## src/rtl/stopwatch_pkg.sv

```systemverilog
// rtl/stopwatch_pkg.sv - shared state encoding and widths for the stopwatch controller
//
// Purpose: state encoding constants, state enum and default time width used by
//          stopwatch_controller and its bench.
// Contents: ST_IDLE/ST_RUNNING/ST_LAP/ST_PAUSED, STATE_W, TIME_WIDTH_DEFAULT, state_e.
package stopwatch_pkg;

  localparam int STATE_W            = 2;
  localparam int TIME_WIDTH_DEFAULT = 16;

  localparam logic [STATE_W-1:0] ST_IDLE    = 2'b00;
  localparam logic [STATE_W-1:0] ST_RUNNING = 2'b01;
  localparam logic [STATE_W-1:0] ST_LAP     = 2'b10;
  localparam logic [STATE_W-1:0] ST_PAUSED  = 2'b11;

  typedef enum logic [STATE_W-1:0] {
    S_IDLE    = ST_IDLE,
    S_RUNNING = ST_RUNNING,
    S_LAP     = ST_LAP,
    S_PAUSED  = ST_PAUSED
  } state_e;

endpackage

```

## src/rtl/stopwatch_controller_edge_detect.sv

```systemverilog
// rtl/stopwatch_controller_edge_detect.sv - rising-edge pulse generator for a debounced button
//
// Purpose: one-cycle pulse on each rising edge of level. A level already high
//          when reset releases is not reported until it drops and rises again.
// Ports:
//   clk   in  clock, rising edge
//   rst   in  asynchronous active-high reset
//   level in  debounced button level
//   pulse out one-cycle rising-edge pulse (combinational from level)
module edge_detect (
  input  logic clk,
  input  logic rst,
  input  logic level,
  output logic pulse
);

  logic prev_q, prev_d;
  // armed goes high once the button has been seen released after reset,
  // so a button held through reset release cannot fake a press.
  logic armed_q, armed_d;

  always_comb begin
    prev_d  = level;
    armed_d = armed_q | ~level;
  end

  always_ff @(posedge clk or posedge rst) begin
    if (rst) begin
      prev_q  <= 1'b0;
      armed_q <= 1'b0;
    end else begin
      prev_q  <= prev_d;
      armed_q <= armed_d;
    end
  end

  assign pulse = level & ~prev_q & armed_q;

endmodule

```

## src/rtl/stopwatch_controller.sv

```systemverilog
// rtl/stopwatch_controller.sv - run/pause/lap/clear sequencing for the stopwatch
//
// Purpose: turns start/stop and lap/reset button presses into FSM sequencing,
//          gates timebase ticks into count enables, and owns the display register
//          (frozen while in LAP).
// Optional feature macro: STOPWATCH_OVERFLOW_STOP_EN (stop at MAX_TIME).
// Ports:
//   clk            in   board clock
//   rst            in   asynchronous active-high reset
//   btn_start_stop in   debounced start/stop level
//   btn_lap_reset  in   debounced lap/reset level
//   tick           in   one-cycle timebase pulse
//   time_in        in   current counter chain value
//   count_enable   out  registered one-cycle increment pulse
//   count_clear    out  registered one-cycle clear pulse
//   display_value  out  registered display value
//   running        out  high in RUNNING or LAP
//   state_out      out  current state encoding
module stopwatch_controller
  import stopwatch_pkg::*;
#(
  parameter int                    TIME_WIDTH = TIME_WIDTH_DEFAULT,
  parameter logic [TIME_WIDTH-1:0] MAX_TIME   = {TIME_WIDTH{1'b1}}
) (
  input  logic                  clk,
  input  logic                  rst,
  input  logic                  btn_start_stop,
  input  logic                  btn_lap_reset,
  input  logic                  tick,
  input  logic [TIME_WIDTH-1:0] time_in,
  output logic                  count_enable,
  output logic                  count_clear,
  output logic [TIME_WIDTH-1:0] display_value,
  output logic                  running,
  output logic [STATE_W-1:0]    state_out
);

  logic start_p, lap_p;

  edge_detect u_start_edge (
    .clk   (clk),
    .rst   (rst),
    .level (btn_start_stop),
    .pulse (start_p)
  );

  edge_detect u_lap_edge (
    .clk   (clk),
    .rst   (rst),
    .level (btn_lap_reset),
    .pulse (lap_p)
  );

  state_e                state_q, state_d;
  logic                  count_enable_q, count_enable_d;
  logic                  count_clear_q, count_clear_d;
  logic [TIME_WIDTH-1:0] display_q, display_d;
  logic                  running_q, running_d;
  logic                  counting;
  logic                  start_ok;

  always_comb begin
    state_d        = state_q;
    count_clear_d  = 1'b0;
    display_d      = time_in;
    counting       = (state_q == S_RUNNING) || (state_q == S_LAP);
    count_enable_d = tick & counting;

`ifdef STOPWATCH_OVERFLOW_STOP_EN
    // A paused stopwatch sitting at its final value can only be reset.
    start_ok = start_p && (time_in != MAX_TIME);
`else
    start_ok = start_p;
`endif

    case (state_q)
      S_IDLE: begin
        if (start_p) state_d = S_RUNNING;
      end
      S_RUNNING: begin
        if (start_p)    state_d = S_PAUSED;
        else if (lap_p) state_d = S_LAP;
      end
      S_LAP: begin
        if (start_p)    state_d = S_PAUSED;
        else if (lap_p) state_d = S_RUNNING;
      end
      S_PAUSED: begin
        if (start_ok) begin
          state_d = S_RUNNING;
        end else if (lap_p) begin
          state_d       = S_IDLE;
          count_clear_d = 1'b1;
        end
      end
      default: state_d = S_IDLE;
    endcase

`ifdef STOPWATCH_OVERFLOW_STOP_EN
    // Reaching the final value swallows the tick and forces a pause,
    // overriding any button action in the same cycle.
    if (counting && tick && (time_in == MAX_TIME)) begin
      count_enable_d = 1'b0;
      state_d        = S_PAUSED;
    end
`endif

    // Entering LAP captures time_in (same as following); staying in LAP holds.
    if ((state_q == S_LAP) && (state_d == S_LAP)) display_d = display_q;

    running_d = (state_d == S_RUNNING) || (state_d == S_LAP);
  end

  always_ff @(posedge clk or posedge rst) begin
    if (rst) begin
      state_q        <= S_IDLE;
      count_enable_q <= 1'b0;
      count_clear_q  <= 1'b0;
      display_q      <= '0;
      running_q      <= 1'b0;
    end else begin
      state_q        <= state_d;
      count_enable_q <= count_enable_d;
      count_clear_q  <= count_clear_d;
      display_q      <= display_d;
      running_q      <= running_d;
    end
  end

  assign count_enable  = count_enable_q;
  assign count_clear   = count_clear_q;
  assign display_value = display_q;
  assign running       = running_q;
  assign state_out     = state_q;

endmodule
```

## config.mk

```make
export PLATFORM = sky130hd
export DESIGN_NAME = stopwatch_controller
export DESIGN_NICKNAME = d
export VERILOG_FILES = /design/src/rtl/stopwatch_pkg.sv /design/src/rtl/stopwatch_controller_edge_detect.sv /design/src/rtl/stopwatch_controller.sv
export SDC_FILE = /design/constraint.sdc
export NUM_CORES = 1
export LEC_CHECK = 0
export BUFFER_PORTS_ARGS = -buffer_cell sky130_fd_sc_hd__buf_2
export CORE_AREA = 2 2 51 53
export CTS_BUF_LIST = sky130_fd_sc_hd__clkbuf_4 sky130_fd_sc_hd__clkbuf_8 sky130_fd_sc_hd__clkbuf_16
export DETAILED_ROUTE_END_ITERATION = 10
export DIE_AREA = 0 0 53 55
export PLACE_DENSITY = 0.77
export SLEW_MARGIN = 20
export SYNTH_ARGS = -nofsm -noshare
export SYNTH_HDL_FRONTEND = slang
export SYNTH_SLANG_ARGS = --single-unit
```

## constraint.sdc

```tcl
create_clock -name clk -period 3 [get_ports clk]
set_input_delay 0.15 -clock clk [delete_from_list [all_inputs] [get_ports clk]]
set_output_delay 0.15 -clock clk [all_outputs]
set_load 0.03 [all_outputs]
```

==> results of run 1 <==
## worst min-delay path by stage
stage	from	slack (ns)	endpoint
floorplan	rst	0.18	count_clear$_DFF_PP0_
global placement	btn_start_stop	0.29	u_start_edge.prev_q$_DFF_PP0_
detailed placement	btn_start_stop	0.29	u_start_edge.prev_q$_DFF_PP0_
CTS	rst	0.05	u_start_edge.prev_q$_DFF_PP0_
global route	time_in[11]	0.05	display_value[11]$_DFFE_PP0N_
finish	rst	0.02	display_value[3]$_DFFE_PP0N_
## power groups by stage
stage / Sequential [mW] / Clock [mW] / Combinational [mW]
6_report: 0.447 / 0.152 / 0.467
5_1_grt: 0.459 / 0.173 / 0.508
4_1_cts: 0.449 / 0.157 / 0.470
3_5_place_dp: 0.456 / 0 / 0.466
3_3_place_gp: 0.450 / 0 / 0.455
2_1_floorplan: 0.590 / 0 / 0.203
## layout by cell type (no fill, tap or decap)
master,count
buf_2,41
dfrtp_1,25
mux2_2,16
inv_1,5
ha_1,5
clkbuf_4,4
dlygate4sd3_1,2
nand2_2,1
nand3b_1,1
nand3b_4,1
mux2i_1,1
a21oi_1,1
a2111oi_0,1
a311oi_1,1
or3b_1,1
o21ai_0,1
nor4_1,1
a31oi_1,1
a31o_1,1
and2_1,1
or2b_2,1
nand2b_1,1
nand2_1,1
nor2_1,1
## worst reg2reg max path, cell delays in order (launching register included)
cell	delay, ns
dfrtp_1	0.44
inv_1	0.09
ha_1	0.25
or3b_1	0.40
a31o_1	0.22
ha_1	0.20
nand2_2	0.29
mux2_2	0.38
## metal layers
metal / GRT usage / part of all wire / up-vias
li1: - / - / 331
met1: 0.1698 / 0.43 / 345
met2: 0.2292 / 0.49 / 29
met3: 0.02688 / 0.076 / 0
met4: 0.05128 / 0 / 0
met5: 0 / 0 / -
## area by class of cell
class                   instances  area (um^2)  area share
repair buffers                 43        225.2      0.1719
clock buffers                   4        30.03     0.02292
inverters                       5        18.77     0.01433
flip-flops and latches         25        625.6      0.4776
well taps                      30        37.54     0.02865
multi-input cells              38        372.9      0.2846
## kinds of logic (layout without fill, tap and decap cells)
kind of cell / Yosys count / in the layout / synth area share
buffers and inverters: 6 / 52 / 0.02325
DFF: 25 / 25 / 0.6120
muxes: 17 / 17 / 0.1860
AOI/OAI and AO/OA: 6 / 6 / 0.04161
adders and majority gates: 5 / 5 / 0.06120
and+or+nand+nor: 10 / 10 / 0.07590
==> metrics.md, run 1 <==
| Metric | Value |
|---|---|
| Antenna cell count | `0` |
| Post-layout util | `0.5540` |
| Crit path buf inv count | `1` |
| # port buffers | `41` |
| Worst setup path startpoint | `state_out[0]$_DFF_PP0_` |
| Resized Gates After CTS | `0` |
| HPWL Detailed | `1.375 mm` |
| H-tree depth | `1` |
| Pre-CTS WS | `0.6477 ns` |
| Final #Nets | `142` |
| Pwr dens | `813.8 mW/mm^2` |
| Row count | `18` |
| Commonest cells in the netlist | `dfrtp_1 (25), mux2_2 (16), ha_1 (5), inv_1 (5)` |
| Total negative slack | `0 ns` |
| Post-synth ARST share | `1.000` |
| Placed Cells incl. Taps | `139` |
| Wirelength per Cell | `12.23 um` |
| Hold_buf cts | `2` |
| Critical Path Stages | `7` |
| Tcrit/Tclk final | `0.7886` |
| WP data required | `3.20 ns` |
| Setup slack, reg-to-reg | `0.63 ns` |
| Share of layout cells above drive strength 1 | `0.5565` |
| Pre-antenna DRT Iters | `4` |
| Final Slew Violations | `0` |
| Total power draw | `1.066 mW` |
| Global Route Usage Sum | `0.1344` |
| Setup bufs post-CTS | `0` |
| DRT antenna net count | `0` |
| Final cell count without fillers | `145` |
| Hold crit path type | `in -> async` |
| Routed WL | `1.773 mm` |
| Synth cell types | `22` |
| Max reg flops | `16` |
| FF-to-FF End | `display_value[14]$_DFFE_PP0N_` |
| Number of global-route vias before repair | `678` |
| Post-synth EDFFs | `0` |
| First-pass GRT wire length | `2.835 mm` |
| Worst r2r src | `state_out[0]$_DFF_PP0_` |
| P_sw | `0.4248 mW` |
| Max clock buf depth | `2` |
| Iter 0 DRT Violations | `9` |
| Initial Util | `0.4323` |
| Logic pwr share | `0.438` |
| CP endpoint kind | `flop` |
| Via count | `705` |
| Max frequency | `0.4227 GHz` |
| Cell mode on critical path | `ha_1` |
| Slew @ Worst Pin | `0.9069 ns` |
| Final hold violation count | `0` |
| Final setup fails | `0` |
| Status | `finished clean` |
| Rel. slew slack | `0.3947` |
| Flop pwr share | `0.419` |
| CP delay by family, top | `simple AND/OR/NAND/NOR gates` |
| Leading cell type by number of instances after synthesis | `dfrtp_1` |
| Worst VDD drop | `583.8 uV` |
| Fin area | `0.001310 mm^2` |
| Die Area | `0.002915 mm^2` |
| FF-to-FF path depth | `7` |
| Die Wd | `53 um` |
| Yosys reg bits | `25` |
| Num ports | `42` |
| Max-cap violations | `0` |
| Synth area leaders | `dfrtp_1 (61%), mux2_2 (18%), ha_1 (6.1%)` |
| Die Y | `55 um` |
| Crit path max fanout | `16` |
| # DRC | `0` |
| Clock sinks | `25` |
| Via-to-Cell Ratio | `4.862` |
| Post-route minimum period | `2.366 ns` |
| Leakage | `0.6535 nW` |
| CTS Buf Count | `3` |
| GP Congestion | `0.6946` |
| Clk slew on worst S/H paths | `0.13 ns` |
| Area added between synthesis and finish | `28.15%` |
| Synth Net Count | `95` |
| Clk pwr share | `0.143` |
| CTS tree | `yes` |
| Worst Setup EP | `display_value[14]$_DFFE_PP0N_` |
| Synth area leader | `dfrtp_1` |
| Kind of critical path | `reg -> reg` |
| Yosys top cell area share | `0.6120` |
| RSZ-0062 raised after global routing | `false` |
| Post-Synthesis Cells | `69` |
| Sw Ratio | `0.3984` |
| Synth Cell Area | `0.001022 mm^2` |
| Worst path slowest cell | `dfrtp_1` |
| Grt ovf | `0` |
| Yosys warning total | `0` |
| Area of placed instances | `0.001260 mm^2` |
| Initial antenna violation count | `0` |
| Final worst slack | `0.6342 ns` |
| Setup crit start kind | `flop` |
| Min Hold Slack | `0.01634 ns` |
| Clock insertion delay at the later pin of the skew report | `0.30 ns` |
| Crit-path cells | `inv_1 -> ha_1 -> or3b_1 -> a31o_1 -> ha_1 -> nand2_2 -> mux2_2` |
| Largest net degree at the start of global routing | `26` |
| Core area | `0.002365 mm^2` |
| Root Buffer | `clkbuf_4` |
| Fill count | `206` |
| Post-Synthesis Mean Instance Area | `14.81 um^2` |
| Cell Int Power | `0.6413 mW` |
| Crit path DAT | `2.57 ns` |
| Largest stage delay on the critical path | `0.44 ns` |
| Clk_skew | `0.004732 ns` |
| Main synth FF type | `dfrtp_1` |
| Seq/Total Area, Yosys | `0.6120` |
No activity file was read; power rests on OpenSTA's default activity.
==> run 2: changes to the inputs <==
- clock period: 3 -> 2.4 ns (I/O delays scaled with it)
==> metrics.md, run 2 (synthesis results as in run 1) <==
| Metric | Value |
|---|---|
| GP Congestion | `0.6948 (about the same)` |
| # DRC | `0 (unchanged)` |
| Post-route minimum period | `2.318 ns (-0.04742 ns)` |
| Slew @ Worst Pin | `0.8661 ns (-0.04077 ns)` |
| Die Area | `0.002915 mm^2 (unchanged)` |
| Most frequent cells in the layout | `buf_2 (41), dfrtp_1 (23), mux2_2 (16)` |
| DRT antenna net count | `0 (unchanged)` |
| Setup crit start kind | `flop` |
| Initial antenna violation count | `0 (unchanged)` |
| Cell mode on critical path | `ha_1` |
| RSZ-0062 raised after global routing | `false` |
| Worst VDD drop | `572.7 uV (-1.9%)` |
| Largest net degree at the start of global routing | `26 (unchanged)` |
| Leakage | `0.6616 nW (+1.2%)` |
| Final hold violation count | `0 (unchanged)` |
| Kind of critical path | `reg -> reg` |
| Final setup fails | `0 (unchanged)` |
| Pwr dens | `1023 mW/mm^2 (+26%)` |
| Antenna cell count | `0 (unchanged)` |
| Max reg flops | `16 (unchanged)` |
| Crit path max fanout | `16 (unchanged)` |
| Clock insertion delay at the later pin of the skew report | `0.31 ns (about the same)` |
| CTS tree | `yes` |
| Share of layout cells above drive strength 1 | `0.5690 (+0.01244)` |
| Tcrit/Tclk final | `0.9660 (+0.1774)` |
| Worst path slowest cell | `dfrtp_2` |
| Initial Util | `0.4323 (unchanged)` |
| Max-cap violations | `0 (unchanged)` |
| Max frequency | `0.4313 GHz (+2.0%)` |
| Number of global-route vias before repair | `673 (-0.74%)` |
| Area added between synthesis and finish | `29.87%` |
| Total negative slack | `0 ns (unchanged)` |
| H-tree depth | `1 (unchanged)` |
| Global Route Usage Sum | `0.1365 (+0.002072)` |
| Die Y | `55 um (unchanged)` |
| First-pass GRT wire length | `2.808 mm (-0.95%)` |
| WP data required | `2.60 ns (-0.60 ns)` |
| Setup slack, reg-to-reg | `0.08 ns (-0.55 ns)` |
| Rel. slew slack | `0.4190 (+0.02427)` |
| Core area | `0.002365 mm^2 (unchanged)` |
| CTS Buf Count | `3 (unchanged)` |
| Num ports | `42 (unchanged)` |
| Status | `finished clean` |
| Iter 0 DRT Violations | `13 (+4)` |
| Final #Nets | `143 (+0.70%)` |
| Die Wd | `53 um (unchanged)` |
| Clk_skew | `0.006064 ns (+0.001332 ns)` |
| Crit path DAT | `2.52 ns (-0.05 ns)` |
| Crit-path cells | `inv_1 -> ha_1 -> or3b_1 -> a31o_1 -> ha_1 -> nand2_4 -> mux2_2` |
| Total power draw | `1.358 mW (+27%)` |
| Most common cell after layout, fill and taps aside | `buf_2` |
| CP delay by family, top | `simple AND/OR/NAND/NOR gates` |
| # port buffers | `41 (unchanged)` |
| Via-to-Cell Ratio | `4.849 (-0.26%)` |
| Row count | `18 (unchanged)` |
| Grt ovf | `0 (unchanged)` |
| Hold crit path type | `in -> reg` |
| Pre-antenna DRT Iters | `4 (unchanged)` |
| Wirelength per Cell | `12.44 um (+1.7%)` |
| Routed WL | `1.816 mm (+2.4%)` |
| CP endpoint kind | `flop` |
| HPWL Detailed | `1.402 mm (+1.9%)` |
| Largest stage delay on the critical path | `0.46 ns (+0.02 ns)` |
| Crit path buf inv count | `1 (unchanged)` |
| Clk slew on worst S/H paths | `0.13 ns (about the same)` |
| Final Slew Violations | `0 (unchanged)` |
| Via count | `708 (+0.43%)` |
| Clock sinks | `25 (unchanged)` |
| Max clock buf depth | `2 (unchanged)` |
| Min Hold Slack | `0.03085 ns (+0.01451 ns)` |
| Root Buffer | `clkbuf_4` |
## run 2: changes by cell type in the layout (fill, tap and decap cells not counted), sizes merged
cell and delta:
inv -1, dlygate4sd3 +1, clkinv +1
## run 2: repair_timing
| action | CTS | global route |
|---|---|---|
| endpoints found under the setup margin | 0 | 16 |
| hold endpoints to repair | 3 | 25 |
| resized for setup | 0 | 1 |
| buffers inserted | 0 | 0 |
| hold buffers | 2 | 1 |
## run 2: final cells by class
| cell class | count | area [um^2] |
|---|---|---|
| Inverter | 5 | 18.77 |
| Tap cell | 30 | 37.54 |
| Timing Repair Buffer | 44 | 235.2 |
| Multi-Input combinational cell | 38 | 377.9 |
| Clock buffer | 4 | 30.03 |
| Sequential cell | 25 | 628.1 |
| Fill cell | 221 | 1037 |
## run 2: worst paths after layout
kind                       cells after the start                            from                             end
min in group asynchronous                      3                             rst    display_value[6]$_DFFE_PP0N_
setup reg to reg                               7          state_out[0]$_DFF_PP0_    display_value[7]$_DFFE_PP0N_
setup / recovery                               7          state_out[0]$_DFF_PP0_    display_value[7]$_DFFE_PP0N_
max in group asynchronous                      3                             rst          state_out[1]$_DFF_PP0_
hold / removal                                 2                      time_in[1]    display_value[1]$_DFFE_PP0N_
hold reg to reg                                1  u_start_edge.armed_q$_DFF_PP0_  u_start_edge.armed_q$_DFF_PP0_
## run 2: power by group
group          total (mW)  switching, mW  internal, mW
Combinational       0.603          0.378         0.225
Clock               0.191          0.115        0.0761
Sequential          0.564         0.0514         0.513
Total                1.36          0.544         0.814
## run 2: metrics by stage
| stage | std cells | instance area [um^2] | setup WS, ns | utilization |
|---|---|---|---|---|
| finish | 146 | 1328 | 0.08158 | 0.5614 |
| global route | 146 | 1328 | 0.003410 | 0.5614 |
| CTS | 145 | 1313 | 0.01952 | 0.5550 |
| detailed placement | 139 | 1262 | 0.04073 | 0.5339 |
| global placement | 139 | 1262 | 0.1272 | 0.5339 |
| floorplan | 69 | 1025 | 0.01114 | - |
## run 2: per-layer routing
layer / GRT usage / wire length [um] / vias to the layer above
met2: 0.2375 / 861 / 29
met3: 0.02957 / 137 / 4
met1: 0.1623 / 786 / 339
li1: - / - / 336
met5: 0 / 0 / -
met4: 0.06410 / 31 / 0
